===== src/rtl/mfp_loader_arb_pkg.sv =====
// Shared types and constants for the core/loader AHB-Lite bus arbiter.
// Imported by the arbiter top and its master mux.
package mfp_loader_arb_pkg;

   typedef enum logic [1:0] {
      ST_RELEASE    = 2'd0,
      ST_CPU_OWN    = 2'd1,
      ST_DRAIN      = 2'd2,
      ST_LOADER_OWN = 2'd3
   } arb_state_t;

   localparam logic [1:0] HTRANS_IDLE   = 2'b00;
   localparam logic [1:0] HTRANS_NONSEQ = 2'b10;

   typedef enum logic {
      OWN_CPU    = 1'b0,
      OWN_LOADER = 1'b1
   } owner_t;

   typedef struct packed {
      logic [31:0] haddr;
      logic [2:0]  hburst;
      logic        hmastlock;
      logic [3:0]  hprot;
      logic [2:0]  hsize;
      logic [1:0]  htrans;
      logic [31:0] hwdata;
      logic        hwrite;
   } ahb_master_t;

endpackage


===== src/rtl/mfp_ahb_master_mux.sv =====
// Two-way AHB-Lite master mux: address/control follow the address-phase owner,
// HWDATA follows the registered data-phase owner.
module mfp_ahb_master_mux
   import mfp_loader_arb_pkg::*;
(
   input  owner_t      addr_owner,
   input  owner_t      data_owner,
   input  logic        force_idle,
   input  ahb_master_t cpu_m,
   input  ahb_master_t loader_m,
   output ahb_master_t bus_m
);

   always_comb begin
      bus_m = (addr_owner == OWN_CPU) ? cpu_m : loader_m;
      bus_m.hwdata = (data_owner == OWN_CPU) ? cpu_m.hwdata : loader_m.hwdata;
      if (force_idle) begin
         bus_m.htrans = HTRANS_IDLE;
      end
   end

endmodule


===== src/rtl/mfp_loader_bus_arbiter.sv =====
// Shares the AHB-Lite master port between the MIPS core and the S-record loader,
// holding the core in reset while the loader owns the bus.
module mfp_loader_bus_arbiter
   import mfp_loader_arb_pkg::*;
#(
   parameter int unsigned RELEASE_CYCLES = 16
)(
   input  logic        HCLK,
   input  logic        HRESETn,

   input  logic [31:0] cpu_HADDR,
   input  logic [2:0]  cpu_HBURST,
   input  logic        cpu_HMASTLOCK,
   input  logic [3:0]  cpu_HPROT,
   input  logic [2:0]  cpu_HSIZE,
   input  logic [1:0]  cpu_HTRANS,
   input  logic [31:0] cpu_HWDATA,
   input  logic        cpu_HWRITE,
   output logic        cpu_HREADY,

   input  logic [31:0] loader_HADDR,
   input  logic [2:0]  loader_HBURST,
   input  logic        loader_HMASTLOCK,
   input  logic [3:0]  loader_HPROT,
   input  logic [2:0]  loader_HSIZE,
   input  logic [1:0]  loader_HTRANS,
   input  logic [31:0] loader_HWDATA,
   input  logic        loader_HWRITE,
   input  logic        loader_Busy,

   output logic [31:0] HADDR,
   output logic [2:0]  HBURST,
   output logic        HMASTLOCK,
   output logic [3:0]  HPROT,
   output logic [2:0]  HSIZE,
   output logic [1:0]  HTRANS,
   output logic [31:0] HWDATA,
   output logic        HWRITE,
   input  logic        HREADY,

   output logic        cpu_reset_n,
   output logic [7:0]  load_count,
   output logic        loader_overrun
);

   localparam logic [15:0] RELEASE_TC = 16'(RELEASE_CYCLES - 1);

   arb_state_t  state;
   logic [15:0] counter;
   owner_t      dp_owner;
   owner_t      addr_owner;
   logic        force_idle;
   ahb_master_t cpu_m;
   ahb_master_t loader_m;
   ahb_master_t bus_m;

   assign cpu_m = '{haddr: cpu_HADDR, hburst: cpu_HBURST, hmastlock: cpu_HMASTLOCK,
                    hprot: cpu_HPROT, hsize: cpu_HSIZE, htrans: cpu_HTRANS,
                    hwdata: cpu_HWDATA, hwrite: cpu_HWRITE};

   assign loader_m = '{haddr: loader_HADDR, hburst: loader_HBURST, hmastlock: loader_HMASTLOCK,
                       hprot: loader_HPROT, hsize: loader_HSIZE, htrans: loader_HTRANS,
                       hwdata: loader_HWDATA, hwrite: loader_HWRITE};

   // DRAIN keeps the CPU as address owner so its completing write keeps its data.
   assign addr_owner = (state == ST_CPU_OWN || state == ST_DRAIN) ? OWN_CPU : OWN_LOADER;
   assign force_idle = (state == ST_DRAIN) || !HRESETn;
   assign cpu_HREADY = (state == ST_CPU_OWN) && HREADY;

   mfp_ahb_master_mux u_mux (
      .addr_owner (addr_owner),
      .data_owner (dp_owner),
      .force_idle (force_idle),
      .cpu_m      (cpu_m),
      .loader_m   (loader_m),
      .bus_m      (bus_m)
   );

   assign HADDR     = bus_m.haddr;
   assign HBURST    = bus_m.hburst;
   assign HMASTLOCK = bus_m.hmastlock;
   assign HPROT     = bus_m.hprot;
   assign HSIZE     = bus_m.hsize;
   assign HTRANS    = bus_m.htrans;
   assign HWDATA    = bus_m.hwdata;
   assign HWRITE    = bus_m.hwrite;

   always_ff @(posedge HCLK or negedge HRESETn) begin
      if (!HRESETn) begin
         state          <= ST_RELEASE;
         counter        <= '0;
         dp_owner       <= OWN_LOADER;
         cpu_reset_n    <= 1'b0;
         load_count     <= '0;
         loader_overrun <= 1'b0;
      end else begin
         if (HREADY) begin
            dp_owner <= addr_owner;
         end
         case (state)
            ST_RELEASE: begin
               // A busy loader wins over the terminal count on the same edge.
               if (loader_Busy) begin
                  state   <= ST_LOADER_OWN;
                  counter <= '0;
               end else if (counter == RELEASE_TC) begin
                  state       <= ST_CPU_OWN;
                  counter     <= '0;
                  cpu_reset_n <= 1'b1;
               end else begin
                  counter <= counter + 16'd1;
               end
            end
            ST_CPU_OWN: begin
               if (loader_Busy) begin
                  state       <= ST_DRAIN;
                  cpu_reset_n <= 1'b0;
               end
            end
            ST_DRAIN: begin
               if (loader_HTRANS != HTRANS_IDLE) begin
                  loader_overrun <= 1'b1;
               end
               if (HREADY) begin
                  state <= ST_LOADER_OWN;
               end
            end
            ST_LOADER_OWN: begin
               if (!loader_Busy) begin
                  state      <= ST_RELEASE;
                  counter    <= '0;
                  load_count <= load_count + 8'd1;
               end
            end
            default: begin
               state       <= ST_RELEASE;
               counter     <= '0;
               cpu_reset_n <= 1'b0;
            end
         endcase
      end
   end

endmodule


===== config.mk =====
export PLATFORM = sky130hd
export DESIGN_NAME = mfp_loader_bus_arbiter
export DESIGN_NICKNAME = d
export VERILOG_FILES = /design/src/rtl/mfp_loader_arb_pkg.sv /design/src/rtl/mfp_ahb_master_mux.sv /design/src/rtl/mfp_loader_bus_arbiter.sv
export SDC_FILE = /design/constraint.sdc
export NUM_CORES = 1
export LEC_CHECK = 0
export BUFFER_PORTS_ARGS = -buffer_cell sky130_fd_sc_hd__buf_4
export CAP_MARGIN = 15
export CORE_AREA = 2 2 96 98
export CTS_BUF_LIST = sky130_fd_sc_hd__clkbuf_8 sky130_fd_sc_hd__clkbuf_16
export DETAILED_ROUTE_END_ITERATION = 7
export DIE_AREA = 0 0 98 100
export PLACE_DENSITY = 0.62
export RECOVER_POWER = 25
export SYNTH_ARGS = -nofsm -noshare
export SYNTH_HDL_FRONTEND = slang
export SYNTH_SLANG_ARGS = --single-unit
export TNS_END_PERCENT = 100

===== constraint.sdc =====
create_clock -name HCLK -period 5.6 [get_ports HCLK]
set_clock_uncertainty 0.2 [all_clocks]
set_input_delay 0.28 -clock HCLK [delete_from_list [all_inputs] [get_ports HCLK]]
set_output_delay 0.28 -clock HCLK [all_outputs]
set_load 0.01 [all_outputs]

==> out/metrics.csv <==
metric;value;unit
grt met3 use;0.05084;
detailed router's first-iteration violation count;111;
Placement Setup Slack;3.029;ns
Power Dens Cells;438.8;mW/mm2
met2 demand-to-capacity share in global routing;0.3377;
Die Y;100;um
RSZ-0062 raised after global routing;no;
post-synthesis async set-or-reset flop share;1.000;
headroom to the max-slew limit;-0.07058;
top cell family by delay on the critical path;buffers and inverters;
largest cells by area after synthesis;sky130_fd_sc_hd__mux2_2 (36%), sky130_fd_sc_hd__dfrtp_1 (28%), sky130_fd_sc_hd__a31oi_1 (4.0%);
layout-stage area growth over the synthesis result;82.74;%
initial cell density of the core;0.2781;
critical path data required time;5.12;ns
Max Transition Viols Final;31;
most frequent cell after synthesis;sky130_fd_sc_hd__mux2_2;
number of flops mapped to enable cells by yosys;0;
layout cells sized above 1;0.6851;
post-layout minimum cycle time;2.965;ns
htree depth;2;
total of warnings raised by yosys;0;
max-cap violations;1;
Reg2Reg Depth;7;
Setup TNS Final;0;ns
I/O pin count;249;
Worst setup EP type;primary output;
number of hold-slack violations in the final timing report;0;
half-perimeter wire length after placement;8.259;mm
Sinks on Clock Net;29;
Final Non-Filler Cells;600;
violations in the final reports;capacitance limit, slew limit;
Die Outline Area;0.009800;mm2
routability cong.;0.7736;
total wire length;9.786;mm
hold path depth;3;
hold path startpoint;loader_HTRANS[1];
distinct cell type count after synthesis;37;
Worst-path clk slew;0.06;ns
post-detailed-route count of antenna-violating nets;0;
overall power;0.001983;W
leakage power total;2.236;nW
endpoint of the lowest-slack register-to-register path;counter[6];
x dimension of the die;98;um
wire length of the first global-routing pass;14.13;mm
syn avg cell area;10.09;um2
maximum number of pins on one net before global-route repair;49;
per-cell routed wire length;16.31;um
Remaining Overflow, GRT;0;
fillers;835;
number of setup violations in the final report;0;
Synth Flop Type;sky130_fd_sc_hd__dfrtp_1;
share of the synthesized area in the top cell type;0.3553;
worst min-delay path endpoint;loader_overrun;
combined global-route utilization of all metal layers;0.1823;
clock tree buffer depth;2;
endpoint arrival time on the critical path;2.49;ns
crit-path cells;dlygate4sd3_1 -> clkbuf_1 -> nand2_1 -> nor2_1 -> buf_4;
number of antenna violations at the first check in global routing;0;
worst supply voltage drop on vdd;0.2647;mV
setup slack of the most critical reg-to-reg path;3.46;ns
via total after detailed routing;2823;
total buffers and inverters traversed by the critical path;3;
CTS root buf;sky130_fd_sc_hd__clkbuf_8;
type of the tightest min-delay check;in2reg;
GR Util met1;0.2153;
top post-synthesis cells by count;sky130_fd_sc_hd__mux2_2 (78), sky130_fd_sc_hd__dfrtp_1 (28), sky130_fd_sc_hd__nand2_1 (19);
share of the cycle needed by the critical path after routing;0.5295;
largest fanout on the critical path;30;
Slew @ Worst Pin;1.606;ns
Worst path max stage delay;1.16;ns
post-synth net total;412;
maximum frequency from static timing analysis;0.3372;GHz
post-CTS setup buffer count;0;
number of clock buffers inserted by TritonCTS;5;
Synth area leader;sky130_fd_sc_hd__mux2_2;
count of state elements after synthesis;29;
sequential area share after synthesis;0.2940;
Layout Nets;655;
DRC viols;0;
fin util;0.5082;
result of the run;complete, but fails checks;
placeable core area;0.008890;mm2
# diodes;0;
via count normalized by instance count;4.705;
CP startpoint kind;primary input;
post-synthesis cell count;245;
worst setup path category;in2out;
netlist area before placement;0.002472;mm2
vias in the first global route;2760;
critical register-to-register path startpoint;counter[0];
CTS tree;done;
library cell contributing the largest single delay on the critical path;sky130_fd_sc_hd__clkbuf_1;
PnR worst setup slack;2.635;ns
number of placed cells counting well taps;590;
iteration count of the initial detailed-routing pass;4;
clock latency at the later pin of the worst-skew pair;0.29;ns
global-route layer with the greatest usage;met2;
Rows;35;
IO buf count;248;
registers in the layout, summed over array words and instances, names as in the netlist:
signal	count
counter	16
load_count	8
state	2
cpu_reset_n	1
dp_owner	1
loader_overrun	1
worst reg2reg max path, cell delays in order (launching register included):
cell and delay (ns):
sky130_fd_sc_hd__dfrtp_1 0.44, sky130_fd_sc_hd__ha_1 0.26, sky130_fd_sc_hd__and3_1 0.22, sky130_fd_sc_hd__and4_4 0.17
sky130_fd_sc_hd__nor3_2 0.14, sky130_fd_sc_hd__buf_4 0.30, sky130_fd_sc_hd__nor3b_1 0.24, sky130_fd_sc_hd__a211o_1 0.12
what timing repair did:
action                    CTS  global route
hold buffers                2             0
gates resized for setup     0             0
hold endpoints to repair   29             0
per-layer routing:
metal | vias up | routed length [um] | share of wire
met2 | 139 | 5164 | 0.53
met1 | 1286 | 3772 | 0.39
met3 | 6 | 814 | 0.083
met5 | - | 0 | 0
li1 | 1392 | - | -
met4 | 0 | 34 | 0.0035
layout make-up:
class,instances,area (um2),area share
repair buffers,251,1863,0.4124
multi-input cells,194,1643,0.3636
flip-flops and latches,29,726.9,0.1609
well taps,111,138.9,0.03074
clock buffers,6,82.58,0.01828
clock inverters,2,37.54,0.008308
inverters,7,26.28,0.005816
power breakdown:
part	internal, W	leakage [nW]	switching, W
clock network	0.000145	0.0574	0.0000863
logic	0.000814	1.80	0.000598
registers	0.000255	0.383	0.0000848
metrics by stage:
stage               area, um2  hold WS [ns]
finish                   4518       0.07963
global route             4518        0.1085
CTS                      4544       0.08774
detailed placement       4404       0.03402
global placement         4404       0.03433
floorplan                2472       -0.2156
cells by family after synthesis:
logic type               synth area share
AO/OA/AOI/OAI                     0.09666
XOR/XNOR                          0.02480
adder cells (fa/ha/maj)           0.03542
buffers and inverters             0.04251
flip-flops                         0.2940
multiplexers                       0.3836
AND/OR/NAND/NOR                    0.1230
worst max-delay path by stage:
stage               startpoint        end  slack (ns)  cells past startpoint
floorplan             state[0]  HADDR[10]        3.43                      5
global placement      state[1]   HPROT[1]        3.08                      4
detailed placement    state[1]   HPROT[1]        3.03                      4
CTS                   state[1]   HPROT[2]        2.71                      4
global route           HRESETn  HTRANS[0]        2.18                      5
finish                 HRESETn  HTRANS[0]        2.63                      5
layout by cell type, fill, tap and decap left out, drive strengths merged:
cell / count
a211oi: 1
buf: 242
bufinv: 1
o22ai: 1
nor4: 3
nand2: 19
nor2: 9
or2: 1
and2: 1
dfrtp: 28
clkinvlp: 1
ha: 7
clkbuf: 13
nor3: 1
mux2: 78
dfstp: 1
nand3b: 1
a41oi: 4
nand2b: 2
and4: 3
nor3b: 1
xnor2: 4
o21ai: 6
a22o: 1
mux2i: 7
nand3: 9
a21oi: 6
a211o: 1
a21o: 1
nand4: 3
xor2: 3
inv: 7
and3: 4
dlygate4sd3: 2
nor2b: 1
a31oi: 16
No activity file was read; power rests on OpenSTA's default activity.
